File: config.mk
export PLATFORM = sky130hd
export DESIGN_NAME = alu_issue_32
export DESIGN_NICKNAME = d
export VERILOG_FILES = /design/src/rtl/alu_issue_32.sv
export SDC_FILE = /design/constraint.sdc
export NUM_CORES = 1
export LEC_CHECK = 0
export ABC_AREA = 0
export CAP_MARGIN = 5
export CORE_AREA = 5 5 124 114
export CTS_BUF_LIST = sky130_fd_sc_hd__clkbuf_8
export DETAILED_ROUTE_END_ITERATION = 7
export DIE_AREA = 0 0 129 119
export GPL_ROUTABILITY_DRIVEN = 1
export MAX_ROUTING_LAYER = met4
export PLACE_DENSITY = 0.74
export SETUP_SLACK_MARGIN = 0.5
export SLEW_MARGIN = 20
export SYNTH_ARGS = -nofsm -noshare
export SYNTH_HDL_FRONTEND = slang
export SYNTH_SLANG_ARGS = --single-unit
export TNS_END_PERCENT = 10
File: constraint.sdc
create_clock -name clock -period 1.6 [get_ports clock]
set_input_delay 0.4 -clock clock [delete_from_list [all_inputs] [get_ports clock]]
set_output_delay 0.4 -clock clock [all_outputs]
set_load 0.005 [all_outputs]
File: src/rtl/alu_issue_32.sv
`default_nettype none
// ============================================================================
// alu_issue_32 : R-type execute sequencer; issues one op to alu_32, waits
//                with a timeout, and holds the qualified result for MEM.
// Rev 1.0
// ============================================================================
module alu_issue_32 #(
  parameter int         WORD_SIZE   = 32,
  parameter int         TIMEOUT     = 16,
  parameter logic [3:0] CTL_AND     = 4'h0,
  parameter logic [3:0] CTL_OR      = 4'h1,
  parameter logic [3:0] CTL_ADD     = 4'h2,
  parameter logic [3:0] CTL_ADDU    = 4'h3,
  parameter logic [3:0] CTL_SUB     = 4'h6,
  parameter logic [3:0] CTL_SLT     = 4'h7,
  parameter logic [3:0] CTL_NOR     = 4'hC,
  parameter logic [3:0] CTL_INVALID = 4'hF
) (
  input  logic                 clock,
  input  logic                 reset_n,
  input  logic                 in_valid,
  output logic                 in_ready,
  input  logic [5:0]           in_funct,
  input  logic [WORD_SIZE-1:0] in_a,
  input  logic [WORD_SIZE-1:0] in_b,
  input  logic [4:0]           in_dest,
  output logic                 alu_start,
  output logic [3:0]           alu_control,
  output logic [WORD_SIZE-1:0] alu_a,
  output logic [WORD_SIZE-1:0] alu_b,
  input  logic                 alu_finished,
  input  logic [WORD_SIZE-1:0] alu_result,
  input  logic                 alu_zero,
  input  logic                 alu_overflow,
  input  logic                 alu_err_invalid,
  output logic                 out_valid,
  input  logic                 out_ready,
  output logic [WORD_SIZE-1:0] out_result,
  output logic                 out_zero,
  output logic [4:0]           out_dest,
  output logic                 out_write_en,
  output logic                 exc_overflow,
  output logic                 exc_reserved,
  output logic                 exc_timeout
);

  localparam int                CNT_W       = $clog2(TIMEOUT + 1);
  localparam logic [CNT_W-1:0]  TIMEOUT_CNT = CNT_W'(TIMEOUT);

  typedef enum logic [1:0] {
    S_IDLE  = 2'd0,
    S_ISSUE = 2'd1,
    S_WAIT  = 2'd2,
    S_HOLD  = 2'd3
  } state_t;

  state_t                 state_q, state_d;
  logic [CNT_W-1:0]       cnt_q, cnt_d;
  logic                   trap_q, trap_d;
  logic [4:0]             dest_q, dest_d;
  logic                   in_ready_q, in_ready_d;
  logic                   alu_start_q, alu_start_d;
  logic [3:0]             alu_control_q, alu_control_d;
  logic [WORD_SIZE-1:0]   alu_a_q, alu_a_d;
  logic [WORD_SIZE-1:0]   alu_b_q, alu_b_d;
  logic                   out_valid_q, out_valid_d;
  logic [WORD_SIZE-1:0]   out_result_q, out_result_d;
  logic                   out_zero_q, out_zero_d;
  logic [4:0]             out_dest_q, out_dest_d;
  logic                   out_write_en_q, out_write_en_d;
  logic                   exc_overflow_q, exc_overflow_d;
  logic                   exc_reserved_q, exc_reserved_d;
  logic                   exc_timeout_q, exc_timeout_d;
  logic                   ovf_trap;

  function automatic logic [3:0] decode_funct(input logic [5:0] f);
    case (f)
      6'h20:   decode_funct = CTL_ADD;
      6'h21:   decode_funct = CTL_ADDU;
      6'h22,
      6'h23:   decode_funct = CTL_SUB;
      6'h24:   decode_funct = CTL_AND;
      6'h25:   decode_funct = CTL_OR;
      6'h27:   decode_funct = CTL_NOR;
      6'h2A:   decode_funct = CTL_SLT;
      default: decode_funct = CTL_INVALID;
    endcase
  endfunction

  // Only add/sub (0x20/0x22) trap on signed overflow; addu/subu wrap silently.
  assign ovf_trap = alu_overflow & trap_q;

  always_comb begin
    state_d        = state_q;
    cnt_d          = cnt_q;
    trap_d         = trap_q;
    dest_d         = dest_q;
    in_ready_d     = in_ready_q;
    alu_start_d    = alu_start_q;
    alu_control_d  = alu_control_q;
    alu_a_d        = alu_a_q;
    alu_b_d        = alu_b_q;
    out_valid_d    = out_valid_q;
    out_result_d   = out_result_q;
    out_zero_d     = out_zero_q;
    out_dest_d     = out_dest_q;
    out_write_en_d = out_write_en_q;
    exc_overflow_d = exc_overflow_q;
    exc_reserved_d = exc_reserved_q;
    exc_timeout_d  = exc_timeout_q;
    case (state_q)
      S_IDLE: begin
        if (in_valid && in_ready_q) begin
          alu_a_d       = in_a;
          alu_b_d       = in_b;
          dest_d        = in_dest;
          alu_control_d = decode_funct(in_funct);
          trap_d        = (in_funct == 6'h20) || (in_funct == 6'h22);
          in_ready_d    = 1'b0;
          alu_start_d   = 1'b1;
          state_d       = S_ISSUE;
        end
      end
      S_ISSUE: begin
        alu_start_d = 1'b0;
        cnt_d       = '0;
        state_d     = S_WAIT;
      end
      S_WAIT: begin
        if (alu_finished) begin
          out_valid_d    = 1'b1;
          out_result_d   = alu_result;
          out_zero_d     = alu_zero;
          out_dest_d     = dest_q;
          exc_overflow_d = ovf_trap;
          exc_reserved_d = alu_err_invalid;
          exc_timeout_d  = 1'b0;
          out_write_en_d = !(ovf_trap || alu_err_invalid) && (dest_q != 5'd0);
          state_d        = S_HOLD;
        end else if (cnt_q == TIMEOUT_CNT) begin
          out_valid_d    = 1'b1;
          out_result_d   = '0;
          out_zero_d     = 1'b0;
          out_dest_d     = dest_q;
          exc_overflow_d = 1'b0;
          exc_reserved_d = 1'b0;
          exc_timeout_d  = 1'b1;
          out_write_en_d = 1'b0;
          state_d        = S_HOLD;
        end else begin
          cnt_d = cnt_q + 1'b1;
        end
      end
      S_HOLD: begin
        if (out_ready) begin
          out_valid_d    = 1'b0;
          out_write_en_d = 1'b0;
          exc_overflow_d = 1'b0;
          exc_reserved_d = 1'b0;
          exc_timeout_d  = 1'b0;
          in_ready_d     = 1'b1;
          state_d        = S_IDLE;
        end
      end
      default: begin
        in_ready_d = 1'b1;
        state_d    = S_IDLE;
      end
    endcase
  end

  always_ff @(posedge clock) begin
    if (!reset_n) begin
      state_q        <= S_IDLE;
      cnt_q          <= '0;
      trap_q         <= 1'b0;
      dest_q         <= '0;
      in_ready_q     <= 1'b1;
      alu_start_q    <= 1'b0;
      alu_control_q  <= '0;
      alu_a_q        <= '0;
      alu_b_q        <= '0;
      out_valid_q    <= 1'b0;
      out_result_q   <= '0;
      out_zero_q     <= 1'b0;
      out_dest_q     <= '0;
      out_write_en_q <= 1'b0;
      exc_overflow_q <= 1'b0;
      exc_reserved_q <= 1'b0;
      exc_timeout_q  <= 1'b0;
    end else begin
      state_q        <= state_d;
      cnt_q          <= cnt_d;
      trap_q         <= trap_d;
      dest_q         <= dest_d;
      in_ready_q     <= in_ready_d;
      alu_start_q    <= alu_start_d;
      alu_control_q  <= alu_control_d;
      alu_a_q        <= alu_a_d;
      alu_b_q        <= alu_b_d;
      out_valid_q    <= out_valid_d;
      out_result_q   <= out_result_d;
      out_zero_q     <= out_zero_d;
      out_dest_q     <= out_dest_d;
      out_write_en_q <= out_write_en_d;
      exc_overflow_q <= exc_overflow_d;
      exc_reserved_q <= exc_reserved_d;
      exc_timeout_q  <= exc_timeout_d;
    end
  end

  assign in_ready     = in_ready_q;
  assign alu_start    = alu_start_q;
  assign alu_control  = alu_control_q;
  assign alu_a        = alu_a_q;
  assign alu_b        = alu_b_q;
  assign out_valid    = out_valid_q;
  assign out_result   = out_result_q;
  assign out_zero     = out_zero_q;
  assign out_dest     = out_dest_q;
  assign out_write_en = out_write_en_q;
  assign exc_overflow = exc_overflow_q;
  assign exc_reserved = exc_reserved_q;
  assign exc_timeout  = exc_timeout_q;

endmodule
`default_nettype wire

## Yosys cells after proc, flatten, opt, wreduce, memory -nomap -nowiden

Index checks and enable logic that the tools add are counted.

- Flip-flop bits (word level): 126
- Latch bits: 0
- Bits in writable memories: 0
- Memory bits (read-only): 0
- Output and inout port bits: 113
- Memories kept: 0

- $add $sub $neg: 1
- Multipliers: 0
- Div/mod/pow operators: 0
- $lt $le $gt $ge: 0
- Equality and inequality tests: 17
- Shift-type cells: 0
- Muxes and demuxes: 32
- Bitwise gates (word level): 1
- Reduce and logical (&&, ||, !) cells: 20

Operator list:

| operator | count |
|---|---|
| 32-bit two-way mux | 2 |
| 6-bit == test, second input constant | 8 |
| 4-bit case mux with 7 select lines | 1 |
| 5-bit two-way mux | 4 |
| 1-bit case mux with 2 select lines | 7 |
| 1-bit two-way mux | 12 |
| 3-bit AND reduction | 4 |
| 5-bit case mux with 2 select lines | 1 |
| 2-bit nonzero test | 5 |
| 2-bit two-way mux | 4 |
| 2-bit inequality test, second input constant | 4 |
| 2-bit case mux with 4 select lines | 1 |
| 2-bit AND reduction | 3 |
| 5-bit by 1-bit adder with 5-bit output, second input constant | 1 |
| 5-bit == test, second input constant | 1 |
| 5-bit nonzero test | 1 |
| 2-bit == test, second input constant | 2 |
| 3-bit inequality test, second input constant | 1 |
| 2-bit by 1-bit == test with 1-bit output, second input constant | 1 |
| 1-bit logical AND | 2 |
| 2-bit logical NOT | 1 |
| 1-bit logical OR | 2 |
| 2-bit OR reduction | 1 |
| 1-bit AND | 1 |
| 1-bit logical NOT | 1 |

## Depth between registers and ports, before layout

Gate-level depths: netlist of the first run.

- Depth in word-level cells: 6
- Mapped depth: 8

## Least setup slack after synthesis of the first run

Ideal clock, no wire load.

- Kind: register to register
- From: register state_q[0]
- To: register exc_overflow_q (netlist: exc_overflow)
- Setup time: 117 ps
- Data arrival time: 1461 ps
- Data required time: 1483 ps
- Setup slack: 22 ps
- Stages on the path, launching flop included: 8
- Buffers on the path: 2
- Path through: dfxtp_1 > inv_1 > ha_1 > buf_2 > and3_1 > buf_1 > and2_1 > a32o_1

- Longest elaborated chain between the ends: 3
- Elaborated cells between the ends (all ways): 7
- Those cells by class: eq/ne (4); mux (1); reduce/logical (2)

Ends and longest elaborated chain:

| element | line | source |
|---|---|---|
| from (decl) | 57 | `state_t state_q, state_d;` |
| from (signal assigned) | 192 | `state_q <= state_d;` |
| 2-bit == test | 111 | `case (state_q)` |
| 3-bit inequality test (no line) (tied with other cells) | - |  |
| 3-bit AND reduction (no line) | - |  |
| to (signal assigned) | 206 | `exc_overflow_q <= exc_overflow_d;` |
| to (decl) | 71 | `logic exc_overflow_q, exc_overflow_d;` |

Parallel ways exist; a longest one is shown, timed or not.
A chain may end at the register's enable or synchronous reset.

## Worst setup path after layout of the first run

- From: register cnt_q[1]
- To: register out_result_q[0] (netlist: out_result[0])

- Longest elaborated chain between the ends: 3

Ends and longest elaborated chain:

| element | line | source |
|---|---|---|
| from (decl) | 58 | `logic [CNT_W-1:0] cnt_q, cnt_d;` |
| from (signal assigned) | 193 | `cnt_q <= cnt_d;` |
| 5-bit == test | 140 | `end else if (cnt_q == TIMEOUT_CNT) begin` |
| 2-bit nonzero test (no line) | - |  |
| 2-bit AND reduction (no line) | - |  |
| to (signal assigned) | 202 | `out_result_q <= out_result_d;` |
| to (decl) | 67 | `logic [WORD_SIZE-1:0] out_result_q, out_result_d;` |

Every way passes these cells.

==> results of run 1 <==
[registers in the layout, summed over array words and instances (netlist names), 2 cells and up]
register and cells:
dest_q 5, alu_a 32, alu_b 32, state_q 2, alu_control 4, out_dest 5, out_result 32, cnt_q 5
[power groups by stage]
stage,logic (W),registers (W),clock network (W)
2_1_floorplan,0.00115,0.00390,0
3_3_place_gp,0.00268,0.00386,0
3_5_place_dp,0.00274,0.00389,0
4_1_cts,0.00267,0.00384,0.00308
5_1_grt,0.00324,0.00389,0.00321
6_report,0.00295,0.00384,0.00299
[layout make-up]
class	instances	area (um2)
multi-input combinational	337	2080
clock buffer	22	303
clock inverter	10	135
timing repair buffer	266	2650
sequential	126	2570
antenna	1	2.50
inverter	8	32.5
fill	1054	4610
tap	164	205
[worst reg2reg max path: stages (launching register included)]
cell	delay [ns]
sky130_fd_sc_hd__dfxtp_2	0.32
sky130_fd_sc_hd__inv_2	0.07
sky130_fd_sc_hd__ha_4	0.13
sky130_fd_sc_hd__and4bb_4	0.28
sky130_fd_sc_hd__o21ai_2	0.07
sky130_fd_sc_hd__and2_4	0.19
sky130_fd_sc_hd__buf_12	0.15
sky130_fd_sc_hd__a22o_1	0.24
[repair_timing]
action	4_1_cts	5_1_grt
pin swaps	2	8
hold endpoints to repair	0	0
setup endpoints to repair	238	238
setup buffers	8	6
gates resized for setup	240	33
hold buffers	0	0
cloned	1	3
[how the worst min path moves through the flow]
stage | from | endpoint | slack [ns] | cells past startpoint
final | reset_n | alu_a[19] | 0.36 | 2
after global routing | reset_n | alu_a[24] | 0.33 | 2
after CTS | reset_n | alu_a[28] | 0.32 | 2
after detailed placement | alu_a[3] | alu_a[3] | 0.46 | 2
after global placement | alu_b[13] | alu_b[13] | 0.45 | 2
after floorplan | cnt_q[0] | cnt_q[0] | 0.44 | 1
[Yosys cell counts, types with 2 or more instances]
| cell type | count | area (um2) |
|---|---|---|
| sky130_fd_sc_hd__nand2_1 | 155 | 582 |
| sky130_fd_sc_hd__o221a_2 | 3 | 33.8 |
| sky130_fd_sc_hd__buf_6 | 4 | 45.0 |
| sky130_fd_sc_hd__nand3_1 | 7 | 35.0 |
| sky130_fd_sc_hd__o21a_1 | 2 | 15.0 |
| sky130_fd_sc_hd__dfxtp_1 | 126 | 2520 |
| sky130_fd_sc_hd__a21boi_0 | 71 | 533 |
| sky130_fd_sc_hd__buf_1 | 3 | 11.3 |
| sky130_fd_sc_hd__ha_1 | 7 | 87.6 |
| sky130_fd_sc_hd__o21ai_0 | 10 | 50.1 |
| sky130_fd_sc_hd__a21oi_1 | 9 | 45.0 |
| sky130_fd_sc_hd__inv_1 | 8 | 30.0 |
| sky130_fd_sc_hd__nor2_1 | 4 | 15.0 |
| sky130_fd_sc_hd__nor2b_1 | 3 | 18.8 |
| sky130_fd_sc_hd__mux2i_1 | 2 | 20.0 |
| sky130_fd_sc_hd__and2_1 | 2 | 12.5 |
| sky130_fd_sc_hd__a22o_1 | 34 | 298 |
| sky130_fd_sc_hd__nand2b_1 | 2 | 12.5 |
| sky130_fd_sc_hd__and3_1 | 3 | 18.8 |
| sky130_fd_sc_hd__buf_2 | 8 | 40.0 |
| sky130_fd_sc_hd__clkbuf_1 | 21 | 78.8 |
| sky130_fd_sc_hd__a32o_1 | 3 | 30.0 |
[per-stage QoR]
stage | setup WS [ns] | util (%)
6_report | 0.0431 | 63.4
4_1_cts | 0.0525 | 61.7
3_5_place_dp | -0.257 | 57.8
3_3_place_gp | -0.263 | 57.8
2_1_floorplan | 0.0775 | -
5_1_grt | 0.00422 | 63.4
[kinds of logic after synthesis]
| kind of cell | count (synthesis) | synth area share [%] |
|---|---|---|
| flops | 126 | 53.6 |
| compound gates | 142 | 23.1 |
| buf+inv | 44 | 4.36 |
| simple gates | 186 | 16.6 |
| fa+ha+maj | 7 | 1.86 |
| mux | 2 | 0.426 |
[per-layer routing]
metal / wire length (um) / global-route usage (%) / up-vias
met3: 1380 / 7.52 / 35
met5: 0 / - / -
li1: - / - / 2230
met1: 6050 / 20.4 / 2092
met2: 7470 / 31.9 / 188
met4: 442 / 9.58 / 0
==> results.txt, run 1 <==
The run finished with clean final reports. The tools report the final hold violation count as 0. STA classifies the critical path endpoint as a flip-flop.

The number of cells on the critical path is 7, and the total number of yosys warnings is 0. The average vias per placed instance came out at 4.87. After synthesis the cells add up to 4700 um2. The run gives 4,636 as the via count of the first global-routing pass.

The internal power of the cells is 0.00693 W. For the pin with the worst max-slew slack, the measured transition is 0.346 ns. The most common cell after layout, fill and taps aside was sky130_fd_sc_hd__nand2_1. On the worst path, the slowest cell contributes a delay of 0.32 ns. Count of placed standard cells in the final layout, fillers left out: 934. The logs give 642 MHz for the maximum frequency from static timing analysis and 0 for the remaining antenna violation count.

Relative to the synthesized area, the layout overhead comes to 69.7%. The tools report the startpoint of the most critical register-to-register path as cnt_q[1]. The number of antenna violations at the first check in global routing was 1. The maximum fanout along the worst path came out at 10. Once placement completed, the tool counted placed cells totaling 883. The run gives 0.00286 W as the switching power.

The worst register-to-register path ends at out_result[0]. Slowest cell on the critical path: sky130_fd_sc_hd__dfxtp_2. The clock network latency to the later pin of the worst-skew pair is 0.44 ns.

The tools report the clock root buffer master as sky130_fd_sc_hd__clkbuf_8. After floorplanning, the core was divided into 39 placement rows. In this run the count of I/O pins placed on the die edge is 228.

The data arrival at the endpoint of the critical path is 1.88 ns, and the count of pins over their slew limit is 0. Per report_power, the clock group accounts for 30.6% of the total. In the layout the commonest cells are sky130_fd_sc_hd__nand2_1 (154), sky130_fd_sc_hd__clkdlybuf4s50_1 (113), sky130_fd_sc_hd__dfxtp_1 (91), sky130_fd_sc_hd__dlygate4sd2_1 (91), sky130_fd_sc_hd__a21boi_0 (68). The count of buffers added on input and output ports is 227. For this run, the post-layout net count is 878. Per report_power, the combinational group accounts for 30.1% of the total. TritonCTS built the clock tree. Among all flip-flop cells after synthesis, the most frequent one is sky130_fd_sc_hd__dfxtp_1.

Routability-driven placement finished with a final weighted congestion of 0.806. The floorplan step defined a die boundary enclosing 15,400 um2. The worst-case clock buffer depth came out at 2. STA classifies the critical path startpoint as a flip-flop. The pin count of the biggest net entering global routing is 44. After layout, the worst path uses 97.3% of the clock period. The category of cells accounting for the largest share of critical-path delay is simple AND/OR/NAND/NOR gates. The worst pin sits at a relative slew slack of 76.9%.

Once detailed placement completed, the half-perimeter wirelength came to 10.9 mm. The floorplan step set the die width to 129 um. The data required time at the worst endpoint was 1.93 ns; the portion of the post-synthesis area used by sequential elements was 53.6%. The aggregate global-route resource usage was 19.5%. The critical path goes through inv_2 -> ha_4 -> and4bb_4 -> o21ai_2 -> and2_4 -> buf_12 -> a22o_1.

Max-cap check violation count: 0. Buffers inserted during clock tree synthesis total 17. After synthesis, the mean cell area works out to 9.28 um2.

The category of the most critical setup path was flip-flop to flip-flop. Setup repair after global routing could not meet its margin everywhere. For this run, asynchronously set or reset flops after synthesis account for 0%. After routing the design area is 7980 um2. The leakage component of the power is 3.45 nW, and the sum of overflow across all layers after global routing is 0. Largest voltage drop on the vdd net: 727 uV. The path class of the tightest hold or removal check is input port to flip-flop. The minimum clock period after layout was 1.56 ns. Setup slack on the worst reg-to-reg path comes out at 0.04 ns. The clock-pin slew on the worst setup and hold paths is 0.07 ns, and the instance area after placement is 7280 um2. For this run, the detailed router's first-pass iteration total came to 4. The detailed-route via count came out at 4,545. The wire length per cell came out at 16.4 um.

Following the worst setup path forward leads to its endpoint at out_result[0]. Setup total negative slack on the finished layout was measured at 0 ns. Counting flops and latches in the post-synthesis netlist gives 126. The first global-routing pass estimated 23.0 mm of wire. The core region is 12,600 um2. The total power is 0.00978 W, and the total power density per cell area is 1230 nW/um2.

The fraction of final layout cells sized beyond drive strength 1 works out to 21.1%. The clock drives 126 sinks. Setup violations remaining at the end of the flow were counted as 0. The count of flip-flops with a built-in enable after synthesis was 0; the buffers plus inverters on the worst setup path was 2. Sequential cells account for 39.3% of the total power. On the final layout, the worst clock skew is 0.00931 ns. CTS built an H-tree with a depth of 4. Measured in cells, the most critical reg-to-reg path has a length of 7.

For this block, the routed nets add up to 15.3 mm of wire. The DRC marker count from the first detailed-route iteration was 206; the number of DRC violations after detailed routing was 0. Synthesis instantiated 42 different standard cells from the library. Synthesis produced a netlist with a net count of 629. Startpoint of the worst setup timing path: cnt_q[1]. In this run the vertical extent of the chip is 119 um. Net switching is 29.2% of the power. The tools report the initial core utilization as 37.4%. The cell count after synthesis is 507. Final hold analysis gives a worst-case slack of 0.357 ns.
Power figures use the tool's default switching activity.
==> inputs of run 2 (changes only) <==
--- a/config.mk
+++ b/config.mk
@@ -14,7 +14,9 @@
 export GPL_ROUTABILITY_DRIVEN = 1
 export MAX_ROUTING_LAYER = met4
 export PLACE_DENSITY = 0.74
+export REMOVE_ABC_BUFFERS = 1
 export SETUP_SLACK_MARGIN = 0.5
+export SKIP_CTS_REPAIR_TIMING = 1
 export SLEW_MARGIN = 20
 export SYNTH_ARGS = -nofsm -noshare
 export SYNTH_HDL_FRONTEND = slang
==> results.txt, run 2 (synthesized netlist as in run 1, its figures left out) <==
For the number of sinks driven by the clock tree, the log shows 126 (unchanged). The total of endpoints with negative setup slack in the final report was 0 (unchanged); the count of standard-cell rows was 39 (unchanged). The pin count of the biggest net entering global routing was 80 (+82%).

The maximum fanout along the worst path came out at 8 (-2). The die outline width is 129 um (unchanged), and the fraction of final layout cells sized beyond drive strength 1 is 15.1% (-6.0 points). Number of H-tree levels: 4 (unchanged). The clock root buffer master was sky130_fd_sc_hd__clkbuf_8. The tools report the I/O pin count as 228 (unchanged). The tools report the clock network latency to the later pin of the worst-skew pair as 0.43 ns (about the same). The run gives 15.8 mm (+2.8%) as the total length of routed wires. The via count of the first global-routing pass came out at 4,502 (-2.9%). The number of CTS-inserted buffers is 17 (unchanged). The flow ran to the end, but the final reports show violations.

The logs give 1.89 ns (about the same) for the data arrival at the endpoint of the critical path and 2550 um2 (-0.68%) for the storage element area. The initial core utilization was 37.4% (unchanged). Portion of total power attributed to the clock network: 27.4% (-3.2 points). Detailed placement HPWL: 10.2 mm (-5.9%). The final weighted congestion in routability-driven placement came out at 0.814 (+0.94%).

The layout overhead on the synthesized area is 72.6%. The logs give 4 (+4) for the number of DRC violations after detailed routing and 0 (unchanged) for the final hold violation count. The net total in the final layout was 871 (-0.80%); the detailed-route via count was 4,556 (+0.24%). The instance area after placement was 7210 um2 (-0.91%); the utilization of the core after routing was 64.5% (+1.1 points).

The number of cells on the critical path is 6 (-1). The minimum clock period after layout was 1.53 ns (-0.0299 ns). The clock tree skew after final layout was 0.00811 ns (-0.00119 ns); the remaining antenna violation count was 0 (unchanged). The worst-case headroom to the max-slew limit was 76.5% (-0.38 points). The area of the die came out at 15,400 um2 (unchanged). The total power density per cell area is 1140 nW/um2 (-7.0%), and the largest voltage drop on the vdd net is 680 uV (-6.5%). STA classifies the critical path endpoint as a flip-flop. Number of cells on the worst hold path: 2 (unchanged). The number of antenna violations at the first check in global routing is 0 (-1).

For the combined area of the multi-input logic cells, the log shows 2080 um2 (-0.18%). The first-pass GRT wire length was 21.5 mm (-6.5%); the number of buffers inserted by port buffering was 227 (unchanged). The critical path's largest stage delay was 0.35 ns (+0.03 ns); the buffers plus inverters on the worst setup path was 1 (-1). The checks that failed: design-rule violations. Average vias per placed instance: 4.92 (+1.1%). For the max-cap check violation count, the log shows 0 (unchanged). Category of cells accounting for the largest share of critical-path delay: simple AND/OR/NAND/NOR gates. Leaving out fill and tap cells, the most frequent cell in the layout is sky130_fd_sc_hd__nand2_1. The data required time at the worst endpoint is 1.97 ns (+0.04 ns). The setup path with the least slack is of type flip-flop to flip-flop. The tools report the maximum frequency from static timing analysis as 655 MHz (+2.0%). The slowest cell on the critical path is sky130_fd_sc_hd__dfxtp_2. The portion of total power attributed to combinational logic was 31.3% (+1.2 points); the number of cells on the worst reg-to-reg path was 6 (-1).

The worst-case clock buffer depth is 2 (unchanged), and the floorplan die height is 119 um (unchanged). The worst setup path is launched from a flip-flop. Setup repair after global routing could not meet its margin everywhere.

The sum of overflow across all layers after global routing was 0 (unchanged). The worst hold path belongs to the class flip-flop to flip-flop. The reg2reg setup slack is 0.07 ns (+0.03 ns), and the clock-pin slew on the worst setup and hold paths is 0.07 ns (about the same).

For the switching power, the log shows 0.00281 W (-1.7%). The run gives 41.3% (+2.0 points) as the sequential power share. The aggregate global-route resource usage was 18.0% (-1.5 points); the wire length per cell was 17.0 um (+3.7%).

Count of TritonRoute iterations in the first routing pass: 8 (+4). The post-route cell area was 8120 um2 (+1.7%). The library cells used most frequently in the layout, excluding fill and tap cells, are sky130_fd_sc_hd__nand2_1 (155), sky130_fd_sc_hd__clkdlybuf4s50_1 (113), sky130_fd_sc_hd__dlymetal6s2s_1 (108). The count of pins over their slew limit was 0 (unchanged).

The core area was 12,600 um2 (unchanged); the DRC marker count from the first detailed-route iteration was 179 (-13%). The run gives 944 (-10%) as the number of fill cells. TritonCTS built the clock tree. The period utilization is 95.4% (-1.9 points).

The transition time at the pin with the least slew margin works out to 0.351 ns (+0.00574 ns). Internal power of the cells: 0.00644 W (-7.0%). The tools report the leakage component of the power as 4.78 nW (+39%). Walking the worst path, the cells encountered are inv_2 -> ha_4 -> and4bb_4 -> o21ai_4 -> and2_4 -> a22o_1. The tools report the count of antenna diodes in the layout as 0 (-1). The switching share of power works out to 30.4% (+1.2 points).
-- run 2: changes by cell type in the layout (fill, tap and decap cells not counted), sizes merged, moves of 2 or more --
cell and delta:
clkinvlp +2, clkinv +2, buf -30, dlygate4sd2 -91
dlymetal6s2s +108, and2 +4, bufinv -2
-- run 2: power by group through the flow --
stage | clock network (W) | registers (W) | logic, W
global route | 0.00274 | 0.00387 | 0.00317
global placement | 0 | 0.00385 | 0.00264
finish | 0.00254 | 0.00382 | 0.00289
detailed placement | 0 | 0.00387 | 0.00270
CTS | 0.00260 | 0.00381 | 0.00272
floorplan | 0 | 0.00389 | 0.000998
-- run 2: final timing paths --
check | start | to
hold reg to reg | alu_a[10] | alu_a[10]
setup / recovery | cnt_q[1] | out_result[11]
setup reg to reg | cnt_q[1] | out_result[11]
hold / removal | alu_a[10] | alu_a[10]
-- run 2: per-layer routing --
| metal | GRT usage [%] | up-vias | wire (um) |
|---|---|---|---|
| met5 | - | - | 0 |
| met4 | 6.17 | 0 | 235 |
| met3 | 7.79 | 18 | 1290 |
| met2 | 29.1 | 178 | 7670 |
| met1 | 19.8 | 2142 | 6580 |
| li1 | - | 2218 | - |
-- run 2: metrics by stage --
step | setup WS [ns] | hold WS (ns) | total power [W] | TNS (ns) | instances
floorplan | -0.782 | 0.449 | 0.00489 | -55.93 | 471
global placement | -0.217 | 0.449 | 0.00650 | -21.28 | 882
detailed placement | -0.253 | 0.457 | 0.00658 | -23.22 | 882
CTS | -0.246 | 0.437 | 0.00912 | -15.75 | 914
global route | 0.0240 | 0.472 | 0.00978 | 0 | 926
finish | 0.0730 | 0.460 | 0.00925 | 0 | 926
-- run 2: final cells by class --
class | instances | share of cell area [%]
inverters | 8 | 0.370
repair buffers | 255 | 35.6
multi-input cells | 341 | 25.6
flip-flops and latches | 126 | 31.5
clock inverters | 13 | 1.23
clock buffers | 19 | 3.22
well taps | 164 | 2.53
-- run 2: worst reg2reg max path: cells and delay by family (launching register included) --
| family | cells | cell delay, ns |
|---|---|---|
| simple gates | 2 | 0.48 |
| flops | 1 | 0.35 |
| fa+ha+maj | 1 | 0.14 |
| buf+inv | 1 | 0.05 |
| compound gates | 2 | 0.44 |
==> inputs of run 3 (changes only) <==
--- a/config.mk
+++ b/config.mk
@@ -7,17 +7,17 @@
 export LEC_CHECK = 0
 export ABC_AREA = 0
 export CAP_MARGIN = 5
-export CORE_AREA = 5 5 124 114
+export CORE_AREA = 2 2 121 111
 export CTS_BUF_LIST = sky130_fd_sc_hd__clkbuf_8
 export DETAILED_ROUTE_END_ITERATION = 7
-export DIE_AREA = 0 0 129 119
+export DIE_AREA = 0 0 123 113
 export GPL_ROUTABILITY_DRIVEN = 1
 export MAX_ROUTING_LAYER = met4
 export PLACE_DENSITY = 0.74
 export REMOVE_ABC_BUFFERS = 1
 export SETUP_SLACK_MARGIN = 0.5
 export SKIP_CTS_REPAIR_TIMING = 1
-export SLEW_MARGIN = 20
+export SLEW_MARGIN = 5
 export SYNTH_ARGS = -nofsm -noshare
 export SYNTH_HDL_FRONTEND = slang
 export SYNTH_SLANG_ARGS = --single-unit
==> results.txt, run 3 (synthesized netlist as in run 1, its figures left out) <==
The run finished with clean final reports. The number of H-tree levels was 4 (unchanged). The tools report the data required time at the worst endpoint as 1.92 ns (-0.05 ns).

Worst min-delay path category: flip-flop to flip-flop. Count of antenna diodes in the layout: 0 (unchanged). The average vias per placed instance works out to 4.89 (-0.54%). The tools report the count of placed standard cells in the final layout, fillers left out as 929 (+0.32%). The tools report the utilization of the core after routing as 64.5% (about the same). The tools report the clock root buffer master as sky130_fd_sc_hd__clkbuf_8. The net total in the final layout was 874 (+0.34%); the remaining antenna violation count was 0 (unchanged). The fraction of final layout cells sized beyond drive strength 1 works out to 17.9% (+2.8 points). The DRC marker count from the first detailed-route iteration was 186 (+3.9%). The period utilization was 97.2% (+1.8 points). The endpoint type of the worst setup path was a flip-flop. The wire length per cell is 16.1 um (-5.5%).

The clock network latency to the later pin of the worst-skew pair was 0.44 ns (about the same); the total power density per cell area was 1180 nW/um2 (+3.1%). The number of sinks driven by the clock tree is 126 (unchanged), and the number of DRC violations after detailed routing is 0 (-4). Detailed placement HPWL: 9.92 mm (-3.2%). The first-pass GRT wire length was 21.2 mm (-1.5%); the detailed-routing wirelength on met1 was 5.99 mm (-9.0%). The run gives 37.4% (unchanged) as the initial core utilization. STA classifies the critical path startpoint as a flip-flop. The clock-pin slew on the worst setup and hold paths was 0.07 ns (about the same).

Category of the most critical setup path: flip-flop to flip-flop. The count of standard-cell rows is 39 (unchanged), and the data arrival at the endpoint of the critical path is 1.88 ns (about the same). The I/O pin count was 228 (unchanged). The die outline width came out at 123 um (-4.7%). The total of endpoints with negative setup slack in the final report is 0 (unchanged), and the transition time at the pin with the least slew margin is 0.507 ns (+0.156 ns).

The most common cell after layout, fill and taps aside was sky130_fd_sc_hd__nand2_1. The post-route cell area was 8120 um2 (about the same). The run gives 7.37 mm (-4.0%) as the wire length on met2. In the layout the commonest cells are sky130_fd_sc_hd__nand2_1 (153), sky130_fd_sc_hd__clkdlybuf4s50_1 (113), sky130_fd_sc_hd__dfxtp_1 (96). The via count of the first global-routing pass is 4,514 (+0.27%), and the number of fill cells is 988 (+4.7%).

TritonCTS built the clock tree. For the number of CTS-inserted buffers, the log shows 17 (unchanged). The number of antenna violations at the first check in global routing is 0 (unchanged). The number of buffers inserted by port buffering works out to 227 (unchanged). The layout overhead on the synthesized area was 72.7% (about the same); the detailed-route via count was 4,546 (-0.22%).

Final hold violation count: 0 (unchanged). The final weighted congestion in routability-driven placement was 0.797 (-2.1%); the largest voltage drop on the vdd net was 794 uV (+17%). The maximum fanout along the worst path was 6 (-2). Count of pins over their slew limit: 0 (unchanged). The tools report the setup TNS after final layout as 0 ns (unchanged). The sum of overflow across all layers after global routing came out at 0 (unchanged). Setup repair after global routing could not meet its margin everywhere.

The worst-case clock buffer depth was 2 (unchanged). The core area came out at 12,600 um2 (unchanged). The minimum clock period after layout was 1.56 ns (+0.0285 ns). The aggregate global-route resource usage was 20.0% (+2.0 points); the max-cap check violation count was 0 (unchanged).

The top metal layer carrying routed signals was met4. The area of the die is 13,900 um2 (-9.5%), and the clock tree skew after final layout is 0.0122 ns (+0.00409 ns). The placed cell count is 886 (+0.45%), and the pin count of the biggest net entering global routing is 61 (-24%).

The total length of routed wires was 15.0 mm (-5.2%). The maximum frequency from static timing analysis was 643 MHz (-1.8%); the floorplan die height was 113 um (-5.0%). The logs give 5 (-3) for the count of TritonRoute iterations in the first routing pass and 1.33 mm (+2.9%) for the met3 layer wire length in the routed design. The run gives 7220 um2 (about the same) as the instance area after placement. The leakage component of the power is 4.66 nW (-2.6%). The worst-case headroom to the max-slew limit came out at 66.2% (-10 points).
## run 3: cell types whose count changed in the layout (fill, tap and decap cells not counted), moves of 3 or more
cell | previous run | this run
sky130_fd_sc_hd__clkinvlp_4 | 5 | 0
sky130_fd_sc_hd__dfxtp_2 | 22 | 29
sky130_fd_sc_hd__inv_1 | 5 | 10
sky130_fd_sc_hd__buf_4 | 16 | 23
sky130_fd_sc_hd__dlymetal6s2s_1 | 108 | 94
sky130_fd_sc_hd__a21boi_0 | 69 | 66
sky130_fd_sc_hd__buf_6 | 7 | 15
sky130_fd_sc_hd__dfxtp_1 | 103 | 96
sky130_fd_sc_hd__clkbuf_2 | 1 | 6
## run 3: critical path: stages (launching register included)
cell	delay, ns
sky130_fd_sc_hd__dfxtp_2	0.33
sky130_fd_sc_hd__inv_2	0.07
sky130_fd_sc_hd__ha_4	0.12
sky130_fd_sc_hd__and4bb_4	0.28
sky130_fd_sc_hd__nor3_2	0.06
sky130_fd_sc_hd__buf_4	0.16
sky130_fd_sc_hd__o21a_4	0.21
sky130_fd_sc_hd__a22o_1	0.21
## run 3: final cells by class
cell class,instances,area [um2],area share [%]
clock buffer,19,262,3.22
multi-input combinational,340,2090,25.7
sequential,126,2560,31.6
timing repair buffer,259,2840,35.0
inverter,8,30.0,0.370
clock inverter,13,133,1.63
tap,164,205,2.53
## run 3: final timing paths
| path | startpoint | end | slack, ns | cells after the start |
|---|---|---|---|---|
| worst min register to register | alu_b[9] | alu_b[9] | 0.46 | 2 |
| worst min-delay path | alu_b[9] | alu_b[9] | 0.46 | 2 |
| worst max-delay path | cnt_q[1] | exc_reserved | 0.04 | 7 |
| worst max register to register | cnt_q[1] | exc_reserved | 0.04 | 7 |
## run 3: where the power goes
part,internal [W],total (W),switching [W]
Clock,0.00158,0.00277,0.00119
Sequential,0.00360,0.00384,0.000242
Combinational,0.00160,0.00293,0.00133
## run 3: per-stage QoR
step | power [W] | hold slack (ns) | setup WS, ns
after CTS | 0.00937 | 0.421 | -0.245
final | 0.00955 | 0.462 | 0.0445
after floorplan | 0.00489 | 0.449 | -0.782
after global routing | 0.0101 | 0.462 | -0.0145
after detailed placement | 0.00658 | 0.455 | -0.291
after global placement | 0.00650 | 0.450 | -0.228
## run 3: layer usage
layer / up-vias / GRT usage, %
li1: 2213 / -
met1: 2115 / 21.5
met2: 195 / 33.6
met3: 23 / 7.71
met4: 0 / 6.97
met5: - / -
